File: src/rtl/seq_pattern_fsm_pkg.sv
//------------------------------------------------------------------------------
// seq_pattern_fsm_pkg
// Shared types and helpers for the programmable sequence detector.
// Rev 1.0 - initial release
//------------------------------------------------------------------------------
`default_nettype none

package seq_pattern_fsm_pkg;

    // Table fields are stored at this fixed width; narrower inputs are zero-extended.
    localparam int SEQ_IN_MAX = 16;
    localparam int STEP_IDLE  = 0;

    typedef enum logic [0:0] {
        SEQ_RUN  = 1'b0,
        SEQ_DONE = 1'b1
    } seq_mode_e;

    typedef struct packed {
        logic [SEQ_IN_MAX-1:0] adv_mask;
        logic [SEQ_IN_MAX-1:0] adv_val;
        logic [SEQ_IN_MAX-1:0] hold_mask;
        logic [SEQ_IN_MAX-1:0] hold_val;
    } seq_entry_t;

    function automatic logic mask_hit(
        input logic [SEQ_IN_MAX-1:0] in_bits,
        input logic [SEQ_IN_MAX-1:0] mask,
        input logic [SEQ_IN_MAX-1:0] val
    );
        return ((in_bits & mask) == val);
    endfunction

endpackage

`default_nettype wire

File: src/rtl/seq_pattern_fsm_step_table.sv
//------------------------------------------------------------------------------
// seq_step_table
// Step table with one write port and a combinational compare at the read index.
// Rev 1.0 - initial release
//------------------------------------------------------------------------------
`default_nettype none

module seq_step_table
    import seq_pattern_fsm_pkg::*;
#(
    parameter int NUM_IN    = 4,
    parameter int NUM_STEPS = 12,
    parameter int STEP_W    = 4
) (
    input  logic              clk,
    input  logic              reset,
    input  logic              we_i,
    input  logic [STEP_W-1:0] addr_i,
    input  logic [NUM_IN-1:0] adv_mask_i,
    input  logic [NUM_IN-1:0] adv_val_i,
    input  logic [NUM_IN-1:0] hold_mask_i,
    input  logic [NUM_IN-1:0] hold_val_i,
    input  logic [STEP_W-1:0] rd_idx_i,
    input  logic [NUM_IN-1:0] in_vec_i,
    output logic              adv_hit_o,
    output logic              hold_hit_o
);

    seq_entry_t wr_entry;
    seq_entry_t sel_entry;
    seq_entry_t entries [NUM_STEPS];
    logic [SEQ_IN_MAX-1:0] in_ext;

    assign wr_entry.adv_mask  = SEQ_IN_MAX'(adv_mask_i);
    assign wr_entry.adv_val   = SEQ_IN_MAX'(adv_val_i);
    assign wr_entry.hold_mask = SEQ_IN_MAX'(hold_mask_i);
    assign wr_entry.hold_val  = SEQ_IN_MAX'(hold_val_i);
    assign in_ext             = SEQ_IN_MAX'(in_vec_i);

    // Only indices below NUM_STEPS have storage, so larger addresses fall through.
    for (genvar gi = 0; gi < NUM_STEPS; gi++) begin : g_entry
        seq_entry_t entry_q;

        always_ff @(posedge clk) begin
            if (reset) begin
                entry_q <= '0;
            end else if (we_i && (addr_i == STEP_W'(gi))) begin
                entry_q <= wr_entry;
            end
        end

        assign entries[gi] = entry_q;
    end

    always_comb begin
        sel_entry = '0;
        for (int i = 0; i < NUM_STEPS; i++) begin
            if (rd_idx_i == STEP_W'(i)) begin
                sel_entry = entries[i];
            end
        end
    end

    assign adv_hit_o  = mask_hit(in_ext, sel_entry.adv_mask,  sel_entry.adv_val);
    assign hold_hit_o = mask_hit(in_ext, sel_entry.hold_mask, sel_entry.hold_val);

endmodule

`default_nettype wire

File: src/rtl/seq_pattern_fsm.sv
//------------------------------------------------------------------------------
// seq_pattern_fsm
// Programmable input-sequence detector with hold timeout and one-shot/re-arm.
// Rev 1.0 - initial release
//------------------------------------------------------------------------------
`default_nettype none

module seq_pattern_fsm
    import seq_pattern_fsm_pkg::*;
#(
    parameter int NUM_IN    = 4,
    parameter int NUM_STEPS = 12,
    parameter int STEP_W    = 4,
    parameter int TMO_W     = 8
) (
    input  logic              clk,
    input  logic              reset,
    input  logic [NUM_IN-1:0] in_vec,
    input  logic              cfg_we,
    input  logic [STEP_W-1:0] cfg_addr,
    input  logic [NUM_IN-1:0] cfg_adv_mask,
    input  logic [NUM_IN-1:0] cfg_adv_val,
    input  logic [NUM_IN-1:0] cfg_hold_mask,
    input  logic [NUM_IN-1:0] cfg_hold_val,
    input  logic [TMO_W-1:0]  hold_limit,
    input  logic              rearm,
    input  logic              clear_done,
    output logic [STEP_W-1:0] step,
    output logic              active,
    output logic              match,
    output logic              fail,
    output logic              done
);

    localparam logic [STEP_W-1:0] C_STEP_IDLE = STEP_W'(STEP_IDLE);
    localparam logic [STEP_W-1:0] C_STEP_LAST = STEP_W'(NUM_STEPS - 1);
    localparam logic [TMO_W-1:0]  C_CNT_MAX   = {TMO_W{1'b1}};

    logic [STEP_W-1:0] step_q, step_d;
    logic [TMO_W-1:0]  cnt_q, cnt_d;
    seq_mode_e         mode_q, mode_d;
    logic              match_q, match_d;
    logic              fail_q, fail_d;
    logic              active_q, active_d;
    logic              adv_hit;
    logic              hold_hit;

    seq_step_table #(
        .NUM_IN    (NUM_IN),
        .NUM_STEPS (NUM_STEPS),
        .STEP_W    (STEP_W)
    ) u_table (
        .clk         (clk),
        .reset       (reset),
        .we_i        (cfg_we),
        .addr_i      (cfg_addr),
        .adv_mask_i  (cfg_adv_mask),
        .adv_val_i   (cfg_adv_val),
        .hold_mask_i (cfg_hold_mask),
        .hold_val_i  (cfg_hold_val),
        .rd_idx_i    (step_q),
        .in_vec_i    (in_vec),
        .adv_hit_o   (adv_hit),
        .hold_hit_o  (hold_hit)
    );

    always_comb begin
        step_d  = step_q;
        cnt_d   = cnt_q;
        mode_d  = mode_q;
        match_d = 1'b0;
        fail_d  = 1'b0;

        if (cfg_we) begin
            // A table write restarts the walk; the sticky done flag is left alone.
            step_d = C_STEP_IDLE;
            cnt_d  = '0;
        end else if (mode_q == SEQ_DONE) begin
            if (clear_done) begin
                mode_d = SEQ_RUN;
                step_d = C_STEP_IDLE;
                cnt_d  = '0;
            end
        end else if (adv_hit) begin
            cnt_d = '0;
            if (step_q == C_STEP_LAST) begin
                match_d = 1'b1;
                if (rearm) begin
                    step_d = C_STEP_IDLE;
                end else begin
                    mode_d = SEQ_DONE;
                end
            end else begin
                step_d = step_q + STEP_W'(1);
            end
        end else if (hold_hit && !((hold_limit != '0) && (cnt_q == hold_limit))) begin
            if (cnt_q != C_CNT_MAX) begin
                cnt_d = cnt_q + TMO_W'(1);
            end
        end else begin
            step_d = C_STEP_IDLE;
            cnt_d  = '0;
            fail_d = (step_q != C_STEP_IDLE);
        end

        active_d = (step_d != C_STEP_IDLE) && (mode_d != SEQ_DONE);
    end

    always_ff @(posedge clk) begin
        if (reset) begin
            step_q   <= C_STEP_IDLE;
            cnt_q    <= '0;
            mode_q   <= SEQ_RUN;
            match_q  <= 1'b0;
            fail_q   <= 1'b0;
            active_q <= 1'b0;
        end else begin
            step_q   <= step_d;
            cnt_q    <= cnt_d;
            mode_q   <= mode_d;
            match_q  <= match_d;
            fail_q   <= fail_d;
            active_q <= active_d;
        end
    end

    assign step   = step_q;
    assign active = active_q;
    assign match  = match_q;
    assign fail   = fail_q;
    assign done   = (mode_q == SEQ_DONE);

endmodule

`default_nettype wire

File: config.mk
export PLATFORM = sky130hd
export DESIGN_NAME = seq_pattern_fsm
export DESIGN_NICKNAME = d
export VERILOG_FILES = /design/src/rtl/seq_pattern_fsm_pkg.sv /design/src/rtl/seq_pattern_fsm_step_table.sv /design/src/rtl/seq_pattern_fsm.sv
export SDC_FILE = /design/constraint.sdc
export NUM_CORES = 1
export LEC_CHECK = 0
export ABC_AREA = 1
export CAP_MARGIN = 5
export CORE_UTILIZATION = 55
export DETAILED_ROUTE_END_ITERATION = 16
export PLACE_DENSITY = 0.76
export RECOVER_POWER = 25
export SLEW_MARGIN = 20
export SYNTH_ARGS = -nofsm -noshare
export SYNTH_HDL_FRONTEND = slang
export SYNTH_SLANG_ARGS = --single-unit
File: constraint.sdc
create_clock -name clk -period 6.5 [get_ports clk]
set_clock_uncertainty 0.05 [all_clocks]
set_input_delay 1.625 -clock clk [delete_from_list [all_inputs] [get_ports clk]]
set_output_delay 1.625 -clock clk [all_outputs]
set_load 0.02 [all_outputs]
==> out/qor.yml <==
outcome:
  status: "completed"
timing:
  tns_ns: 0
  timing.hold.ws_ns: 0.3973
  drv_slew: 0
  period_needed_ns: 4.693
  hold_viol_final: 0
  slew-limit-headroom_pct: 27.65
  min_period_over_period_pct: 72.20
  setup_viol_count_final: 0
  rsz0062_at_grt: "false"
  clock.fmax_mhz: 213.1
  worst_pin_slew_ns: 1.082
worst_setup_path:
  path_max_fanout: 29
  crit_path_end_kind: "flip-flop"
  worst_r2r_path_depth: 25
  crit_arrival_ns: 5.06
  crit_start: "step[0]"
  start_kind: "flip-flop"
  rr_startpoint: "step[0]"
  path_class: "flip-flop to flip-flop"
  cp.required_ns: 6.86
drt:
  dr.pass1.iters: 5
  viasPerCell: 5.511
  antenna_left: 0
  drtIter0Drc: 907
  wirelength_um: 29410
  drc_errors: 0
  via_count: 10091
  routedWlPerCell_um: 16.06
final_layout:
  syn_to_final_growth_pct: 11.73
  fin_util_pct: 62.58
  num-nets-final: 1621
  drive_gt1_share_pct: 5.698
  antenna_cells: 0
  finalNonFillerCells: 1831
  fill_cells: 1697
yosys:
  yosysSeqAreaShare_pct: 39.88
  syn_inst: 1602
  syn_nets: 1644
  synth.distinct_cells: 35
  syn_avg_cell_area_um2: 6.518
  syn_area_mm2: 0.01044
  ys_ff_latch: 208
  yosys_warnings: 0
clocking:
  cts_inserted_buffers: 24
  ctsHoldBuffers: 0
  cts_buffer_depth: 3
  path_clk_slew_ns: 0.06
  root_buffer: "clkbuf_16"
  htreeDepth: 1
  cts_sinks: 208
  cts_tree: "done"
  post_cts_buffers: 0
  cts-resized-gates: 0
  worstSkewPairLatency_ns: 0.52
hold_path:
  whs_path_depth: 2
  hp-class: "flip-flop to flip-flop"
  min_from: "u_table.entries[112]"
global_route:
  overflow: 0
  grt_pass1_vias: 9077
  grt_max_degree: 126
  antenna_found_initial: 0
  track_usage_pct: 30.00
  grt_first_pass_wirelength_um: 47340
pwr:
  ir_worst_vdd_mv: 0.1901
  power-per-cell-area_mw_per_mm2: 305.0
  leakage_uw: 0.005021
placed_design:
  gp_congestion: 0.9398
  io_buffers: 44
  hpwlAfterDp_um: 18480
  place_inst: 1787
job:
  cap_viol_max_count: 0
die:
  core_area_mm2: 0.01864
  die_w_um: 139.8
  start_util_pct: 56.01
  dieHeight_um: 139.8
  die_area_mm2: 0.01954
  rows: 50
  ios: 45
cell type report:
type / instances / area [µm²] / area share [%]
multi-input combinational: 1096 / 5072 / 43.47
sequential: 208 / 4164 / 35.69
clock buffer: 38 / 764.5 / 6.552
inverter: 195 / 739.5 / 6.338
timing repair buffer: 54 / 504.2 / 4.322
tap: 234 / 292.8 / 2.509
clock inverter: 6 / 130.1 / 1.115
critical path, stage by stage (launching register included):
cell and delay [ns]:
dfxtp_1 0.36, inv_1 0.15, ha_1 0.74, nand3_1 0.99
nor2_1 0.31, nor2_1 0.06, nand2_1 0.10, nand3_1 0.07
nand3_1 0.10, nand3_1 0.08, nand2_1 0.06, nand2_1 0.05
nand2_1 0.07, inv_1 0.05, nand2_1 0.05, nand2_1 0.05
nand2_1 0.11, inv_2 0.05, nand2_1 0.34, nand2_2 0.19
nor2_8 0.16, nand2_2 0.08, nand2_4 0.14, nand2_1 0.07
nand2_1 0.06, nor2_1 0.04
metrics by stage:
step	total power (µW)	cell area [µm²]	setup slack (ns)
floorplan	1886	10440	3.479
global placement	2058	10780	1.978
detailed placement	2068	10780	1.849
CTS	3561	11680	1.828
global route	3703	11670	1.167
finish	3558	11670	1.807
synthesized netlist by cell type, drive strengths merged:
cell type,count,area share (%)
nor2,325,13
o21ai,253,12
nand2,249,9.3
dfxtp,208,40
inv,190,6.9
a21oi,113,5.6
nand3,96,4.7
clkbuf,73,2.6
buf,30,1.9
nand4,16,0.96
xor2,10,0.84
or2,8,0.48
nor4,7,0.42
nand3b,6,0.43
clkinv,5,0.18
ha,5,0.60
nor3,5,0.24
xnor2,2,0.17
o21a,1,0.072
registers in the layout, summed over array words and instances (netlist names):
name / count
match: 1
fail: 1
active: 1
done: 1
step: 4
u_table.entries: 192
cnt_q: 8
logic make-up (layout without fill, tap and decap cells):
kind of cell	count (synthesis)	after routing	synth area share (%)
fa+ha+maj	5	5	0.5991
compound gates	367	367	17.90
simple gates	712	712	29.07
buf+inv	298	293	11.55
flops	208	208	39.88
xor+xnor	12	12	1.006
placed cells by master, fill, tap and decap left out, drive strengths merged:
cell type,n
xor2,10
o21ai,253
dlygate4sd3,6
nand3,96
clkdlybuf4s50,38
nand2,249
nand4,16
o21a,1
nor4,7
bufinv,4
nor2,325
clkinv,7
inv,190
nand3b,6
dfxtp,208
buf,7
a21oi,113
ha,5
clkbuf,41
nor3,5
or2,8
xnor2,2
routing by layer:
layer | part of all wire [%] | track usage (%) | vias to the layer above
met2 | 45 | 48.84 | 351
met3 | 7.6 | 4.061 | 61
met1 | 45 | 41.06 | 4652
met5 | 0 | 0 | -
met4 | 3.0 | 9.427 | 0
li1 | - | - | 5027
final timing paths:
kind                     endpoint  slack [ns]
min          u_table.entries[112]        0.40
min reg2reg  u_table.entries[112]        0.40
max                      cnt_q[1]        1.81
max reg2reg              cnt_q[1]        1.81
power by group:
group	internal [µW]	switching (µW)	leakage (µW)
clock	961	546	0.000442
sequential	1310	24.9	0.00168
combinational	217	500	0.00290
total	2490	1070	0.00502
(Power assumes the default switching activity.)
